--- config.mk ---
export PLATFORM = sky130hd
export DESIGN_NAME = signed_divider
export DESIGN_NICKNAME = d
export VERILOG_FILES = /design/src/rtl/signed_divider.sv
export SDC_FILE = /design/constraint.sdc
export NUM_CORES = 1
export LEC_CHECK = 0
export CAP_MARGIN = 15
export CORE_UTILIZATION = 29
export CTS_CLUSTER_DIAMETER = 100
export DETAILED_ROUTE_END_ITERATION = 8
export GPL_TIMING_DRIVEN = 0
export HOLD_SLACK_MARGIN = 0.12
export PLACE_DENSITY_LB_ADDON = 0.3
export SYNTH_ARGS = -nofsm -noshare
export SYNTH_HDL_FRONTEND = slang
export SYNTH_SLANG_ARGS = --single-unit
--- constraint.sdc ---
create_clock -name clk -period 5.9 [get_ports clk]
set_input_delay 1.18 -clock clk [delete_from_list [all_inputs] [get_ports clk]]
set_output_delay 1.18 -clock clk [all_outputs]
set_load 0.05 [all_outputs]
--- src/rtl/signed_divider.sv ---
// signed_divider: restoring signed divider, one quotient bit per cycle,
// 2*WIDTH-bit dividend over WIDTH-bit divisor, valid/ready on both sides.
module signed_divider #(
   parameter int WIDTH = 16
) (
   input  logic               clk,
   input  logic               rst,
   input  logic               src_valid,
   output logic               src_ready,
   input  logic [2*WIDTH-1:0] Dividend,
   input  logic [WIDTH-1:0]   Divisor,
   output logic               dest_valid,
   input  logic               dest_ready,
   output logic [2*WIDTH-1:0] Quotient,
   output logic [WIDTH-1:0]   Remainder,
   output logic               div_by_zero
);
   localparam int DW = 2 * WIDTH;
   localparam int CW = $clog2(DW + 1);

   typedef enum logic [1:0] {
      IDLE,
      CALC,
      DONE
   } state_t;

   state_t state, state_nx;

   logic [CW-1:0]    cnt;
   logic [DW-1:0]    dvd;
   logic [WIDTH-1:0] rem;
   logic [WIDTH-1:0] dvs;
   logic             q_neg;
   logic             r_neg;
   logic             zero;

   logic [DW-1:0]    dd_mag;
   logic [WIDTH-1:0] ds_mag;
   logic             ds_zero;
   logic             last;
   logic             ge;
   logic [WIDTH:0]   rem_sh;
   logic [WIDTH:0]   diff;
   logic [WIDTH-1:0] rem_nx;
   logic [DW-1:0]    dvd_nx;

   assign src_ready  = (state == IDLE) && !rst;
   assign dest_valid = (state == DONE);
   assign last       = (cnt == CW'(1));

   assign dd_mag  = Dividend[DW-1] ? -Dividend : Dividend;
   assign ds_mag  = Divisor[WIDTH-1] ? -Divisor : Divisor;
   assign ds_zero = (Divisor == '0);

   // dvd holds the remaining dividend bits on top and collects quotient bits below
   always_comb begin
      rem_sh = {rem, dvd[DW-1]};
      diff   = rem_sh - {1'b0, dvs};
      ge     = !diff[WIDTH];
      rem_nx = ge ? diff[WIDTH-1:0] : rem_sh[WIDTH-1:0];
      dvd_nx = {dvd[DW-2:0], ge};
   end

   always_ff @(posedge clk) begin
      if (rst) begin
         state <= IDLE;
      end else begin
         state <= state_nx;
      end
   end

   always_comb begin
      state_nx = state;
      unique case (state)
         IDLE: if (src_valid) state_nx = CALC;
         CALC: if (last) state_nx = DONE;
         DONE: if (dest_ready) state_nx = IDLE;
         default: state_nx = IDLE;
      endcase
   end

   // a zero divisor skips the restoring steps: one pass through CALC, then DONE
   always_ff @(posedge clk) begin
      if (rst) begin
         cnt         <= '0;
         dvd         <= '0;
         rem         <= '0;
         dvs         <= '0;
         q_neg       <= 1'b0;
         r_neg       <= 1'b0;
         zero        <= 1'b0;
         Quotient    <= '0;
         Remainder   <= '0;
         div_by_zero <= 1'b0;
      end else begin
         unique case (state)
            IDLE: begin
               if (src_valid) begin
                  q_neg <= Dividend[DW-1] ^ Divisor[WIDTH-1];
                  r_neg <= Dividend[DW-1];
                  zero  <= ds_zero;
                  dvd   <= ds_zero ? Dividend : dd_mag;
                  dvs   <= ds_mag;
                  rem   <= '0;
                  cnt   <= ds_zero ? CW'(1) : CW'(DW);
               end
            end
            CALC: begin
               cnt <= cnt - CW'(1);
               rem <= rem_nx;
               dvd <= dvd_nx;
               if (last) begin
                  if (zero) begin
                     Quotient    <= '1;
                     Remainder   <= dvd[WIDTH-1:0];
                     div_by_zero <= 1'b1;
                  end else begin
                     Quotient    <= q_neg ? -dvd_nx : dvd_nx;
                     Remainder   <= r_neg ? -rem_nx : rem_nx;
                     div_by_zero <= 1'b0;
                  end
               end
            end
            default: ;
         endcase
      end
   end

endmodule

## After elaboration in Yosys (flattened, before gate mapping)

Cells that the tools add are included.

| word-level totals | value |
|---|---|
| bits in registers | 124 |
| latch bits | 0 |
| RAM bits | 0 |
| bits in read-only memories | 0 |
| bits of input ports | 52 |
| memories | 0 |

| operators by class | value |
|---|---|
| $add $sub $neg | 6 |
| $mul | 0 |
| div/mod/pow operators | 0 |
| $lt $le $gt $ge | 0 |
| equality and inequality tests | 6 |
| shift operators | 0 |
| mux-type cells | 20 |
| bitwise operators | 1 |
| reduce and logical (&&, ||, !) cells | 10 |

Operators by type and width:

| operator | number |
|---|---|
| 32-bit 2-to-1 mux | 5 |
| 16-bit 2-to-1 mux | 5 |
| 32-bit negator | 2 |
| 32-bit case mux with 2 select lines | 1 |
| 16-bit negator | 2 |
| 16-bit case mux with 2 select lines | 1 |
| 17-bit by 16-bit subtractor with 17-bit output | 1 |
| 16-bit logical NOT | 1 |
| 6-bit 2-to-1 mux | 2 |
| 6-bit case mux with 2 select lines | 1 |
| 6-bit by 1-bit == test with 1-bit output, second input constant | 1 |
| 2-bit 2-to-1 mux | 3 |
| 2-bit case mux with 3 select lines | 1 |
| 2-bit AND reduction | 3 |
| 6-bit by 1-bit subtractor with 6-bit output, second input constant | 1 |
| 2-bit != test, second input constant | 2 |
| 3-bit AND reduction | 1 |
| 2-bit by 1-bit == test with 1-bit output, second input constant | 1 |
| 2-bit == test, second input constant | 1 |
| 1-bit logical NOT | 2 |
| 2-bit logical NOT | 1 |
| 2-bit by 1-bit != test with 1-bit output, second input constant | 1 |
| 2-bit nonzero test | 1 |
| 1-bit logical AND | 1 |
| 2 further kinds | 2 |

## Logic depth before layout (Yosys ltp)

Gate-level depths: netlist (run 1).

| logic depth | value |
|---|---|
| word-level depth | 5 |
| depth in mapped cells | 20 |
| mapped depth without buffers | 18 |

## Worst setup path after synthesis (run 1)

No wires, ideal clock.

| timing path | value |
|---|---|
| path kind | reg-to-reg |
| start | reg dvd[31] |
| end | reg Remainder[10] |
| library setup time | 0.101 ns |
| data arrival time | 4.071 ns |
| slack | 1.728 ns |
| stages on the path, launching flop included | 21 |
| cell sequence | dfxtp_1 -> inv_1 -> ha_1 -> fa_1 -> nand2b_2 -> a211oi_4 -> o2111ai_1 -> o211a_1 -> inv_2 -> buf_2 -> buf_2 -> nor2_1 -> a21oi_1 -> ha_1 -> nand2_1 -> a2111oi_0 -> mux2i_1 -> a2111oi_4 -> nor2_1 -> xnor2_1 -> o41ai_1 |

| on the way | value |
|---|---|
| longest elaborated chain between the ends | 5 |

RTL lines:

| what | RTL line | text |
|---|---|---|
| start, declared | 30 | `logic [DW-1:0] dvd;` |
| start signal, assigned | 102 | `dvd <= ds_zero ? Dividend : dd_mag;` |
| start signal, assigned | 111 | `dvd <= dvd_nx;` |
| 17-bit by 16-bit subtractor with 17-bit output | 58 | `diff = rem_sh - {1'b0, dvs};` |
| 16-bit 2-to-1 mux (*) | 60 | `rem_nx = ge ? diff[WIDTH-1:0] : rem_sh[WIDTH-1:0];` |
| 16-bit negator | 119 | `Remainder <= r_neg ? -rem_nx : rem_nx;` |
| 16-bit 2-to-1 mux (*) | 119 |  |
| 16-bit 2-to-1 mux (*) | 113 | `if (zero) begin` |
| end signal, assigned | 115 | `Remainder <= dvd[WIDTH-1:0];` |
| end signal, assigned | 119 |  |
| end, declared | 15 | `output logic [WIDTH-1:0] Remainder,` |

Every way passes the cells marked *; elsewhere a longest branch is shown, timed or not.
A chain may end at the register's enable or synchronous reset.

## Final worst setup path (run 1)

| timing path | value |
|---|---|
| start | reg dvd[31] |
| end | reg Remainder[14] |

The elaborated chain is that of the path after synthesis.

==> summary.txt, run 1 <==
Synth
  – Yosys cell types: 81
  – Top-area cell type share of the netlist area: 30.98%
  – Netlist Area Pre-Place: 8014 um2
  – Synth warn: 0
  – Leading area contributor after synthesis: dfxtp_1
  – Synth Flop Type: dfxtp_1
  – Syn nets: 1102
  – Synth area leaders: dfxtp_1 31%, a21oi_1 6.2%, xor2_1 5.0%
  – Yosys reg bits: 124
  – Number of flops mapped to enable cells by yosys: 0
  – Average cell area after synthesis: 7.803 um2
  – Cells after synthesis: 1027
  – Register area share after synthesis: 30.98%
  – Fraction of registers with async set/reset: 0%

GRT
  – First-pass GRT wire length: 41140 um
  – Initial antenna violation count: 0
  – Global Route Usage Sum: 18.52%
  – Vias in the first global route: 7491
  – GRT overflow: 0
  – Largest net degree at the start of global routing: 17

Floorplan
  – I/O pins: 103
  – Num rows: 60
  – Die width: 168.2 um
  – Die H: 168.2 um
  – Die ar.: 28300 um2
  – Core area: 27030 um2
  – Initial core utilization: 29.65%

Clock tree
  – Hold_buf cts: 0
  – CTS max path bufs: 2
  – Clock root cell: clkbuf_16
  – Post-CTS Setup Repair Bufs: 0
  – H-tree lvl count: 4
  – Resized Gates After CTS: 0
  – CTS clk-pin slew, worst paths: 0.05 ns
  – Clock latency on the worst-skew pair: 0.44 ns
  – CTS buffer count: 17
  – Sink Count: 124
  – TritonCTS clock tree: done

Pwr
  – Reg power frac: 18.8%
  – Leakage: 3.584 nW
  – Internal power: 2.965 mW
  – PD cells: 556.5 nW/um2
  – Comb power frac: 62.2%
  – Switch Pwr: 2.627 mW
  – Switching Share: 46.97%
  – Clock power frac: 19.0%
  – VDD IR max: 327.3 uV

Drt
  – Vias/cell: 5.361
  – Via count: 8041
  – # DRC: 0
  – WL/cell: 17.35 um
  – Drt total wl: 26020 um
  – Routed Antenna Nets: 0
  – Detailed Routing Iterations Pass 1: 7
  – Starting DRT DRC Count: 637

Run
  – Max-cap viol count: 0

Final layout
  – Layout cells sized above 1: 5.608%
  – NumNets Final: 1223
  – N_diodes: 0
  – Syn-to-layout area delta: 25.39%
  – Filler cells: 2835

Timing
  – Clock skew: 0.009335 ns
  – Unrepaired setup endpoints after global routing: no
  – Least-Margin Pin Slew: 0.7775 ns
  – Rel. slew slack: 46.83%
  – Final Max Slew Viols: 0
  – Tcrit/Tclk final: 87.77%
  – Final setup viols: 0
  – Setup TNS: 0 ns
  – Max frequency: 0.1931 GHz
  – Period minus WS final: 5.178 ns
  – Fin. Hold Viols: 0
  – Hold WS: 0.4685 ns

Placed design
  – Port bufs: 102
  – GPL Wtd Cong: 0.8593
  – DPL Wire Length: 20470 um

Hold path
  – Hold endpoint: dvs[14]$_SDFFE_PP0P_
  – Hold path start: dvs[14]$_SDFFE_PP0P_
  – Min-Delay Path Class: reg2reg
  – Hold Path Depth: 2

Setup path
  – Slowest cell on the critical path: a2111oi_4
  – Worst-path cell chain: inv_1 > ha_1 > fa_1 > nand2b_2 > a211oi_4 > o2111ai_1 > o211a_1 > inv_2 > buf_2 > buf_2 > nor2_1 > a21oi_1 > ha_1 > nand2_1 > a2111oi_0 > mux2i_1 > a2111oi_4 > and4_1 > o21ai_1 > a21oi_1
  – Critical path class: reg2reg
  – Worst EP arrival: 5.53 ns
  – R2r endpoint: Remainder[14]$_SDFFE_PP0P_
  – R2R Path Start: dvd[31]$_SDFFE_PP0P_
  – Worst Setup Start Kind: flip-flop
  – FF-to-FF path depth: 20
  – Worst EP required: 6.25 ns
  – Worst Setup End Kind: flip-flop
  – Max incr delay on CP: 0.53 ns
  – Flop2flop setup slack: 0.72 ns
  – Crit path max fanout: 10

Outcome
  – Status: completed
sequential cells by signal, summed over array words and instances, names as in the netlist:
name,flops
Remainder,16
zero,1
rem,16
dvs,16
div_by_zero,1
dvd,32
cnt,6
r_neg,1
Quotient,32
q_neg,1
state,2
worst max-delay path, delay by kind of cell (launching register included):
kind | cells | cell delay (ns)
compound gates | 8 | 2.07
fa+ha+maj | 3 | 0.91
buf+inv | 4 | 0.82
simple gates | 4 | 0.62
flops | 1 | 0.37
mux | 1 | 0.29
worst max-delay path by stage:
stage                                       endpoint  cells past startpoint                  from
after floorplan           Remainder[10]$_SDFFE_PP0P_                     20  dvd[31]$_SDFFE_PP0P_
after global placement    Remainder[10]$_SDFFE_PP0P_                     20  dvd[31]$_SDFFE_PP0P_
after detailed placement  Remainder[10]$_SDFFE_PP0P_                     20  dvd[31]$_SDFFE_PP0P_
after CTS                 Remainder[10]$_SDFFE_PP0P_                     20  dvd[31]$_SDFFE_PP0P_
after global routing      Remainder[14]$_SDFFE_PP0P_                     20  dvd[31]$_SDFFE_PP0P_
final                     Remainder[14]$_SDFFE_PP0P_                     20  dvd[31]$_SDFFE_PP0P_
synthesized netlist by cell type, drive strengths merged (3+ instances only):
cell,n
or2,3
nor2,105
nor4b,3
ha,22
and2,6
or3,13
o41ai,11
xnor2,41
inv,34
nand2b,13
nor2b,7
o31ai,21
a21oi,103
a21boi,3
a211o,3
a211oi,28
a221oi,4
buf,16
and3,5
xor2,46
clkbuf,53
a311oi,5
o32ai,3
a22oi,30
nor3,26
nand4,6
o211ai,11
o21a,6
o211a,4
o311ai,3
o31a,3
a31oi,16
or4,10
mux2i,15
nor3b,4
nor4,8
nand3,20
o21ai,58
mux2,4
a2111oi,5
nand2,104
dfxtp,124
routing by layer:
layer,global-route usage [%],part of all wire [%]
met1,25.71,48
met2,29.08,45
met3,3.056,5.9
met4,5.889,1.5
met5,0,0
kinds of logic (layout without fill, tap and decap cells):
| family | Yosys count | count (layout) | share of synthesized area, % |
|---|---|---|---|
| compound gates | 332 | 332 | 27.85 |
| xor+xnor | 87 | 87 | 9.508 |
| fa+ha+maj | 23 | 23 | 3.685 |
| buf+inv | 105 | 237 | 5.355 |
| flops | 124 | 124 | 30.98 |
| mux | 19 | 19 | 2.436 |
| simple gates | 337 | 337 | 20.19 |
cell type report:
type | count | area [um2] | share of cell area [%]
buffer | 69 | 294.0 | 2.926
clock buffer | 19 | 442.9 | 4.408
clock inverter | 11 | 143.9 | 1.432
inverter | 36 | 135.1 | 1.345
multi-input combinational | 798 | 5102 | 50.78
sequential | 124 | 2482 | 24.70
tap | 341 | 426.7 | 4.246
timing repair buffer | 102 | 1021 | 10.16
cells in the final DEF, fill, tap and decap left out, types with 25 or more instances in the layout:
master / count
dfxtp_1: 124
nor2_1: 104
nand2_1: 104
clkdlybuf4s50_1: 102
a21oi_1: 100
clkbuf_1: 54
o21ai_0: 54
xor2_1: 46
xnor2_1: 41
inv_1: 33
a22oi_1: 30
a211oi_1: 27
nor3_1: 25
through the flow:
step                      worst slack, ns  instances  total power, mW  cell area, um2  util, %
final                              0.7218       1500            5.592           10050    37.18
after global routing               0.3195       1500            5.948           10050    37.18
after CTS                          0.7633       1500            5.571           10050    37.18
after detailed placement           0.7850       1470            4.496            9462    35.01
after global placement             0.8362       1470            4.452            9462    35.01
after floorplan                     1.728       1027            3.646            8014        -
power groups by stage:
stage | registers, mW | clock network, mW | logic (mW)
after floorplan | 1.08 | 0 | 2.56
after global placement | 1.07 | 0 | 3.39
after detailed placement | 1.07 | 0 | 3.43
after CTS | 1.05 | 1.07 | 3.45
after global routing | 1.06 | 1.11 | 3.78
final | 1.05 | 1.06 | 3.48
(Power assumes the default switching activity.)
==> inputs of run 2 (changes only) <==
--- a/config.mk
+++ b/config.mk
@@ -12,5 +12,6 @@
 export GPL_TIMING_DRIVEN = 0
 export HOLD_SLACK_MARGIN = 0.12
-export PLACE_DENSITY_LB_ADDON = 0.3
+export PLACE_DENSITY = 0.49
+export REMOVE_ABC_BUFFERS = 1
 export SYNTH_ARGS = -nofsm -noshare
 export SYNTH_HDL_FRONTEND = slang
==> constraint.sdc (replaced) <==
create_clock -name clk -period 5.9 [get_ports clk]
set_input_delay 1.18 -clock clk [delete_from_list [all_inputs] [get_ports clk]]
set_output_delay 1.18 -clock clk [all_outputs]
set_load 0.005 [all_outputs]
==> summary.txt, run 2 (synthesis results as in run 1) <==
Placed design
  – DP Area: 9308 um2 (-1.6%)
  – GPL Wtd Cong: 0.8214 (-4.4%)
  – Setup slack at placement: 0.4433 ns (-0.3416 ns)
  – Port bufs: 102 (unchanged)
  – DPL Wire Length: 17410 um (-15%)
  – Placed cell count: 1407 (-4.3%)

Final layout
  – Filler cells: 2826 (-0.32%)
  – Post-layout instance area: 10030 um2 (-0.21%)
  – Layout cells sized above 1: 6.806% (+1.2 points)
  – N_diodes: 0 (unchanged)
  – Syn-to-layout area delta: 25.12%
  – Most frequent cells in the layout: 124 x dfxtp_1, 104 x nand2_1, 103 x nor2_1
  – Top Registers: Quotient: 32 flops, dvd: 32 flops
  – Non-Filler Instances: 1443 (-3.8%)
  – Leading cell type in the layout, fill and taps excluded: dfxtp_1
  – NumNets Final: 1164 (-4.8%)
  – Fin util: 37.10% (-0.079 points)

Run
  – Max-cap viol count: 0 (unchanged)

GRT
  – Global Route Usage Sum: 17.61% (-0.91 points)
  – Initial antenna violation count: 1 (+1)
  – GRT overflow: 0 (unchanged)
  – Largest net degree at the start of global routing: 65 (+48)
  – Vias in the first global route: 7278 (-2.8%)
  – First-pass GRT wire length: 39500 um (-4.0%)

Setup path
  – Critical path class: reg2reg
  – FF-to-FF path depth: 17 (-15%)
  – CP Capture Point: Remainder[10]$_SDFFE_PP0P_
  – Crit path max fanout: 24 (+14)
  – Flop2flop setup slack: 0.39 ns (-0.34 ns)
  – Worst EP arrival: 5.83 ns (+0.30 ns)
  – Worst Setup Start Kind: flip-flop
  – Worst setup path start: dvd[31]$_SDFFE_PP0P_
  – R2r endpoint: Remainder[10]$_SDFFE_PP0P_
  – Worst EP required: 6.22 ns (-0.03 ns)
  – Worst Setup End Kind: flip-flop
  – R2R Path Start: dvd[31]$_SDFFE_PP0P_

Drt
  – Detailed Routing Iterations Pass 1: 4 (-3)
  – # DRC: 0 (unchanged)
  – Routed Antenna Nets: 0 (unchanged)
  – Drt total wl: 24550 um (-5.6%)
  – Vias/cell: 5.312 (-0.91%)
  – WL/cell: 17.02 um (-1.9%)
  – Via count: 7665 (-4.7%)
  – Starting DRT DRC Count: 513 (-19%)

Pwr
  – VDD IR max: 377.1 uV (+15%)
  – Leakage: 3.589 nW (+0.14%)
  – Switch Pwr: 2.503 mW (-4.7%)
  – Reg power frac: 19.5% (+0.7 points)
  – Final Total Pwr: 5.398 mW (-3.5%)
  – Clock power frac: 20.3% (+1.3 points)
  – Comb power frac: 60.2% (-2.0 points)
  – PD cells: 538.3 nW/um2 (-3.3%)
  – Switching Share: 46.38% (-0.60 points)
  – Internal power: 2.894 mW (-2.4%)

Clock tree
  – CTS clk-pin slew, worst paths: 0.06 ns (about the same)
  – H-tree lvl count: 4 (unchanged)
  – Clock root cell: clkbuf_16
  – Sink Count: 124 (unchanged)
  – TritonCTS clock tree: done
  – Resized Gates After CTS: 0 (unchanged)
  – CTS max path bufs: 2 (unchanged)
  – Post-CTS Setup Repair Bufs: 0 (unchanged)
  – Clock latency on the worst-skew pair: 0.42 ns (-0.02 ns)
  – Hold_buf cts: 0 (unchanged)
  – CTS buffer count: 17 (unchanged)

Floorplan
  – I/O pins: 103 (unchanged)
  – Initial core utilization: 29.65% (unchanged)
  – Die width: 168.2 um (unchanged)
  – Core area: 27030 um2 (unchanged)
  – Die ar.: 28300 um2 (unchanged)
  – Die H: 168.2 um (unchanged)
  – Num rows: 60 (unchanged)

Hold path
  – Min-Delay Path Class: reg2reg

Timing
  – Final setup viols: 0 (unchanged)
  – Setup TNS: 0 ns (unchanged)
  – Unrepaired setup endpoints after global routing: no
  – Max frequency: 0.1813 GHz (-6.1%)
  – Setup ws final: 0.3851 ns (-0.3367 ns)
  – Hold WS: 0.4565 ns (-0.01192 ns)
  – Rel. slew slack: 33.09% (-14 points)
  – Period minus WS final: 5.515 ns (+0.3367 ns)
  – Final Max Slew Viols: 0 (unchanged)
  – Least-Margin Pin Slew: 1.003 ns (+0.2250 ns)
  – Tcrit/Tclk final: 93.47% (+5.7 points)
  – Clock skew: 0.01054 ns (+0.001208 ns)
  – Fin. Hold Viols: 0 (unchanged)

Outcome
  – Status: completed
==> run 2: cell types whose count changed in the layout (fill, tap and decap cells not counted), sizes merged <==
cell / delta
clkbuf: -54
inv: -1
clkdlybuf4s50: -1
clkinvlp: +3
buf: -5
clkinv: +1
==> run 2: power groups by stage <==
stage          Clock (mW)  Sequential, mW  Combinational, mW
6_report             1.09            1.05               3.25
5_1_grt              1.17            1.07               3.56
4_1_cts              1.12            1.06               3.23
3_5_place_dp            0            1.08               3.20
3_3_place_gp            0            1.08               3.18
2_1_floorplan           0            1.03               2.41
==> run 2: cell type report <==
class | instances | area [um2] | share of cell area, %
tap | 341 | 426.7 | 4.255
clock inverter | 14 | 170.2 | 1.697
timing repair buffer | 112 | 1259 | 12.55
clock buffer | 18 | 439.2 | 4.380
sequential | 124 | 2482 | 24.76
inverter | 36 | 135.1 | 1.348
multi-input combinational | 798 | 5115 | 51.01
==> run 2: how the worst min path moves through the flow <==
| stage | end | slack (ns) | startpoint | cells past startpoint |
|---|---|---|---|---|
| after CTS | dvs[14]$_SDFFE_PP0P_ | 0.46 | dvs[14]$_SDFFE_PP0P_ | 2 |
| after floorplan | dvs[14]$_SDFFE_PP0P_ | 0.43 | dvs[14]$_SDFFE_PP0P_ | 2 |
| after global placement | dvs[14]$_SDFFE_PP0P_ | 0.44 | dvs[14]$_SDFFE_PP0P_ | 2 |
| final | dvs[14]$_SDFFE_PP0P_ | 0.46 | dvs[14]$_SDFFE_PP0P_ | 2 |
| after detailed placement | dvs[14]$_SDFFE_PP0P_ | 0.45 | dvs[14]$_SDFFE_PP0P_ | 2 |
| after global routing | div_by_zero$_SDFFE_PP0P_ | 0.48 | div_by_zero$_SDFFE_PP0P_ | 2 |
==> run 2: per-layer routing <==
metal  up-vias  wire, um  global-route usage, %  part of all wire [%]
met5         -        12                      0                 0.049
li1       3857         -                      -                     -
met2       153     11170                  27.93                    45
met3        20       867                  3.220                   3.5
met1      3633     12260                  24.39                    50
met4         2       246                  4.585                   1.0
==> run 2: worst max-delay path: stages, from the launching register on <==
cell       delay, ns
dfxtp_1         0.39
inv_1           0.08
ha_1            0.23
fa_1            0.41
nand2b_2        0.22
a211oi_4        0.39
o211a_1         0.22
o211a_1         0.70
inv_2           0.47
a21oi_1         0.38
ha_1            0.27
nand2_1         0.06
a2111oi_0       0.29
mux2i_1         0.27
a2111oi_4       0.53
nor2_1          0.10
xnor2_1         0.15
o41ai_1         0.22
==> inputs of run 3 (changes only) <==
Settings changed: CELL_PAD_IN_SITES_DETAIL_PLACEMENT from default to 1, CELL_PAD_IN_SITES_GLOBAL_PLACEMENT from default to 1, PLACE_DENSITY 0.49 to 0.62.
==> summary.txt, run 3 (synthesis results as in run 1) <==
Outcome
  – Status: completed

Drt
  – # DRC: 0 (unchanged)
  – Routed Antenna Nets: 0 (unchanged)
  – Starting DRT DRC Count: 409 (-20%)
  – Via count: 7750 (+1.1%)
  – Vias/cell: 5.374 (+1.2%)
  – Drt total wl: 26800 um (+9.1%)
  – Detailed Routing Iterations Pass 1: 5 (+1)
  – WL/cell: 18.58 um (+9.2%)

Timing
  – Setup ws final: 0.7406 ns (+0.3556 ns)
  – Final setup viols: 0 (unchanged)
  – Hold WS: 0.4595 ns (+0.002961 ns)
  – Clock skew: 0.009837 ns (-0.0007057 ns)
  – Final Max Slew Viols: 0 (unchanged)
  – Least-Margin Pin Slew: 1.019 ns (+0.01679 ns)
  – Tcrit/Tclk final: 87.45% (-6.0 points)
  – Period minus WS final: 5.159 ns (-0.3556 ns)
  – Fin. Hold Viols: 0 (unchanged)
  – Rel. slew slack: 31.97% (-1.1 points)
  – Unrepaired setup endpoints after global routing: no
  – Max frequency: 0.1938 GHz (+6.9%)

Setup path
  – Max incr delay on CP: 0.55 ns (-0.15 ns)
  – Worst Setup End Kind: flip-flop
  – Worst EP required: 6.21 ns (about the same)
  – Crit path max fanout: 24 (unchanged)
  – Crit path max-delay family: compound AO/OA/AOI/OAI gates
  – Worst EP arrival: 5.47 ns (-0.36 ns)
  – Slowest cell on the critical path: a2111oi_4
  – CP bufs+invs: 2 (unchanged)
  – Critical path class: reg2reg
  – Worst Setup Start Kind: flip-flop
  – Worst-path cell chain: inv_1 > ha_1 > fa_1 > nand2b_2 > a211oi_4 > o2111ai_1 > o211a_4 > inv_2 > nor2_1 > a21oi_1 > ha_1 > nand2_1 > a2111oi_0 > mux2i_1 > a2111oi_4 > nor2_1 > xnor2_1 > o41ai_1

Clock tree
  – Post-CTS Setup Repair Bufs: 0 (unchanged)
  – CTS buffer count: 17 (unchanged)
  – Sink Count: 124 (unchanged)
  – Resized Gates After CTS: 0 (unchanged)
  – CTS clk-pin slew, worst paths: 0.06 ns (about the same)
  – Clock latency on the worst-skew pair: 0.43 ns (about the same)
  – TritonCTS clock tree: done
  – Hold_buf cts: 0 (unchanged)
  – H-tree lvl count: 4 (unchanged)
  – Clock root cell: clkbuf_16
  – CTS max path bufs: 2 (unchanged)

Pwr
  – Leakage: 3.565 nW (-0.67%)
  – VDD IR max: 288.2 uV (-24%)
  – Internal power: 2.903 mW (+0.29%)
  – Switch Pwr: 2.610 mW (+4.3%)
  – PD cells: 551.7 nW/um2 (+2.5%)
  – Final Total Pwr: 5.512 mW (+2.1%)
  – Switching Share: 47.34% (+0.96 points)
  – Reg power frac: 19.2% (-0.3 points)
  – Clock power frac: 20.4% (about the same)
  – Comb power frac: 60.4% (+0.2 points)

GRT
  – Vias in the first global route: 7692 (+5.7%)
  – Initial antenna violation count: 0 (-1)
  – GRT overflow: 0 (unchanged)
  – Largest net degree at the start of global routing: 61 (-6.2%)
  – Global Route Usage Sum: 19.17% (+1.6 points)
  – First-pass GRT wire length: 42870 um (+8.5%)

Floorplan
  – I/O pins: 103 (unchanged)
  – Die width: 168.2 um (unchanged)
  – Initial core utilization: 29.65% (unchanged)
  – Num rows: 60 (unchanged)
  – Die ar.: 28300 um2 (unchanged)
  – Die H: 168.2 um (unchanged)
  – Core area: 27030 um2 (unchanged)

Hold path
  – Min-Delay Path Class: reg2reg

Final layout
  – Layout cells sized above 1: 6.721% (-0.085 points)
  – Most frequent cells in the layout: 124 x dfxtp_1, 104 x nand2_1, 103 x nor2_1
  – N_diodes: 0 (unchanged)
  – NumNets Final: 1163 (-0.086%)
  – Leading cell type in the layout, fill and taps excluded: dfxtp_1
  – Syn-to-layout area delta: 24.68%
  – Area of the multi-input gates: 5127 um2 (+0.24%)
  – Filler cells: 3240 (+15%)
  – FF+latch area: 2482 um2 (unchanged)
  – Fin util: 36.97% (-0.13 points)
  – Top Registers: Quotient: 32 flops, dvd: 32 flops
  – Post-layout instance area: 9992 um2 (-0.35%)

Run
  – Max-cap viol count: 0 (unchanged)

Placed design
  – Setup slack at placement: 0.2980 ns (-0.1454 ns)
  – Port bufs: 102 (unchanged)
  – GPL Wtd Cong: 0.7771 (-5.4%)
  – DP Area: 9343 um2 (+0.38%)
  – DPL Wire Length: 19250 um (+11%)
[run 3: metal layers]
layer | global-route usage [%] | part of all wire, % | vias up
li1 | - | - | 3855
met3 | 2.468 | 2.9 | 15
met1 | 26.84 | 51 | 3758
met5 | 0 | 0 | -
met4 | 5.059 | 1.0 | 0
met2 | 30.81 | 45 | 122
[run 3: power groups by stage]
stage	clock network, mW	logic (mW)	registers, mW
6_report	1.13	3.33	1.06
5_1_grt	1.19	3.63	1.07
4_1_cts	1.15	3.29	1.06
3_5_place_dp	0	3.26	1.08
3_3_place_gp	0	3.22	1.08
2_1_floorplan	0	2.41	1.03
[run 3: cell type report]
cell class / count / share of cell area [%]
clock inverter: 14 / 1.853
multi-input combinational: 798 / 51.31
tap: 341 / 4.270
inverter: 36 / 1.352
sequential: 124 / 24.84
clock buffer: 18 / 4.295
timing repair buffer: 111 / 12.07
[run 3: worst min-delay path, cell delays in order, from the launching register on]
cell	delay, ns
dfxtp_1	0.31
nand2_1	0.05
a21oi_1	0.05
[run 3: final timing paths]
check	slack, ns	endpoint	startpoint	cells past startpoint
setup / recovery	0.74	Remainder[10]$_SDFFE_PP0P_	dvd[31]$_SDFFE_PP0P_	18
hold / removal	0.46	dvs[14]$_SDFFE_PP0P_	dvs[14]$_SDFFE_PP0P_	2
setup reg to reg	0.74	Remainder[10]$_SDFFE_PP0P_	dvd[31]$_SDFFE_PP0P_	18
hold reg to reg	0.46	dvs[14]$_SDFFE_PP0P_	dvs[14]$_SDFFE_PP0P_	2
[run 3: per-stage QoR]
| step | std cells | TNS (ns) |
|---|---|---|
| after floorplan | 958 | 0 |
| after global placement | 1401 | -44.43 |
| after detailed placement | 1409 | 0 |
| after CTS | 1441 | 0 |
| after global routing | 1442 | 0 |
| final | 1442 | 0 |
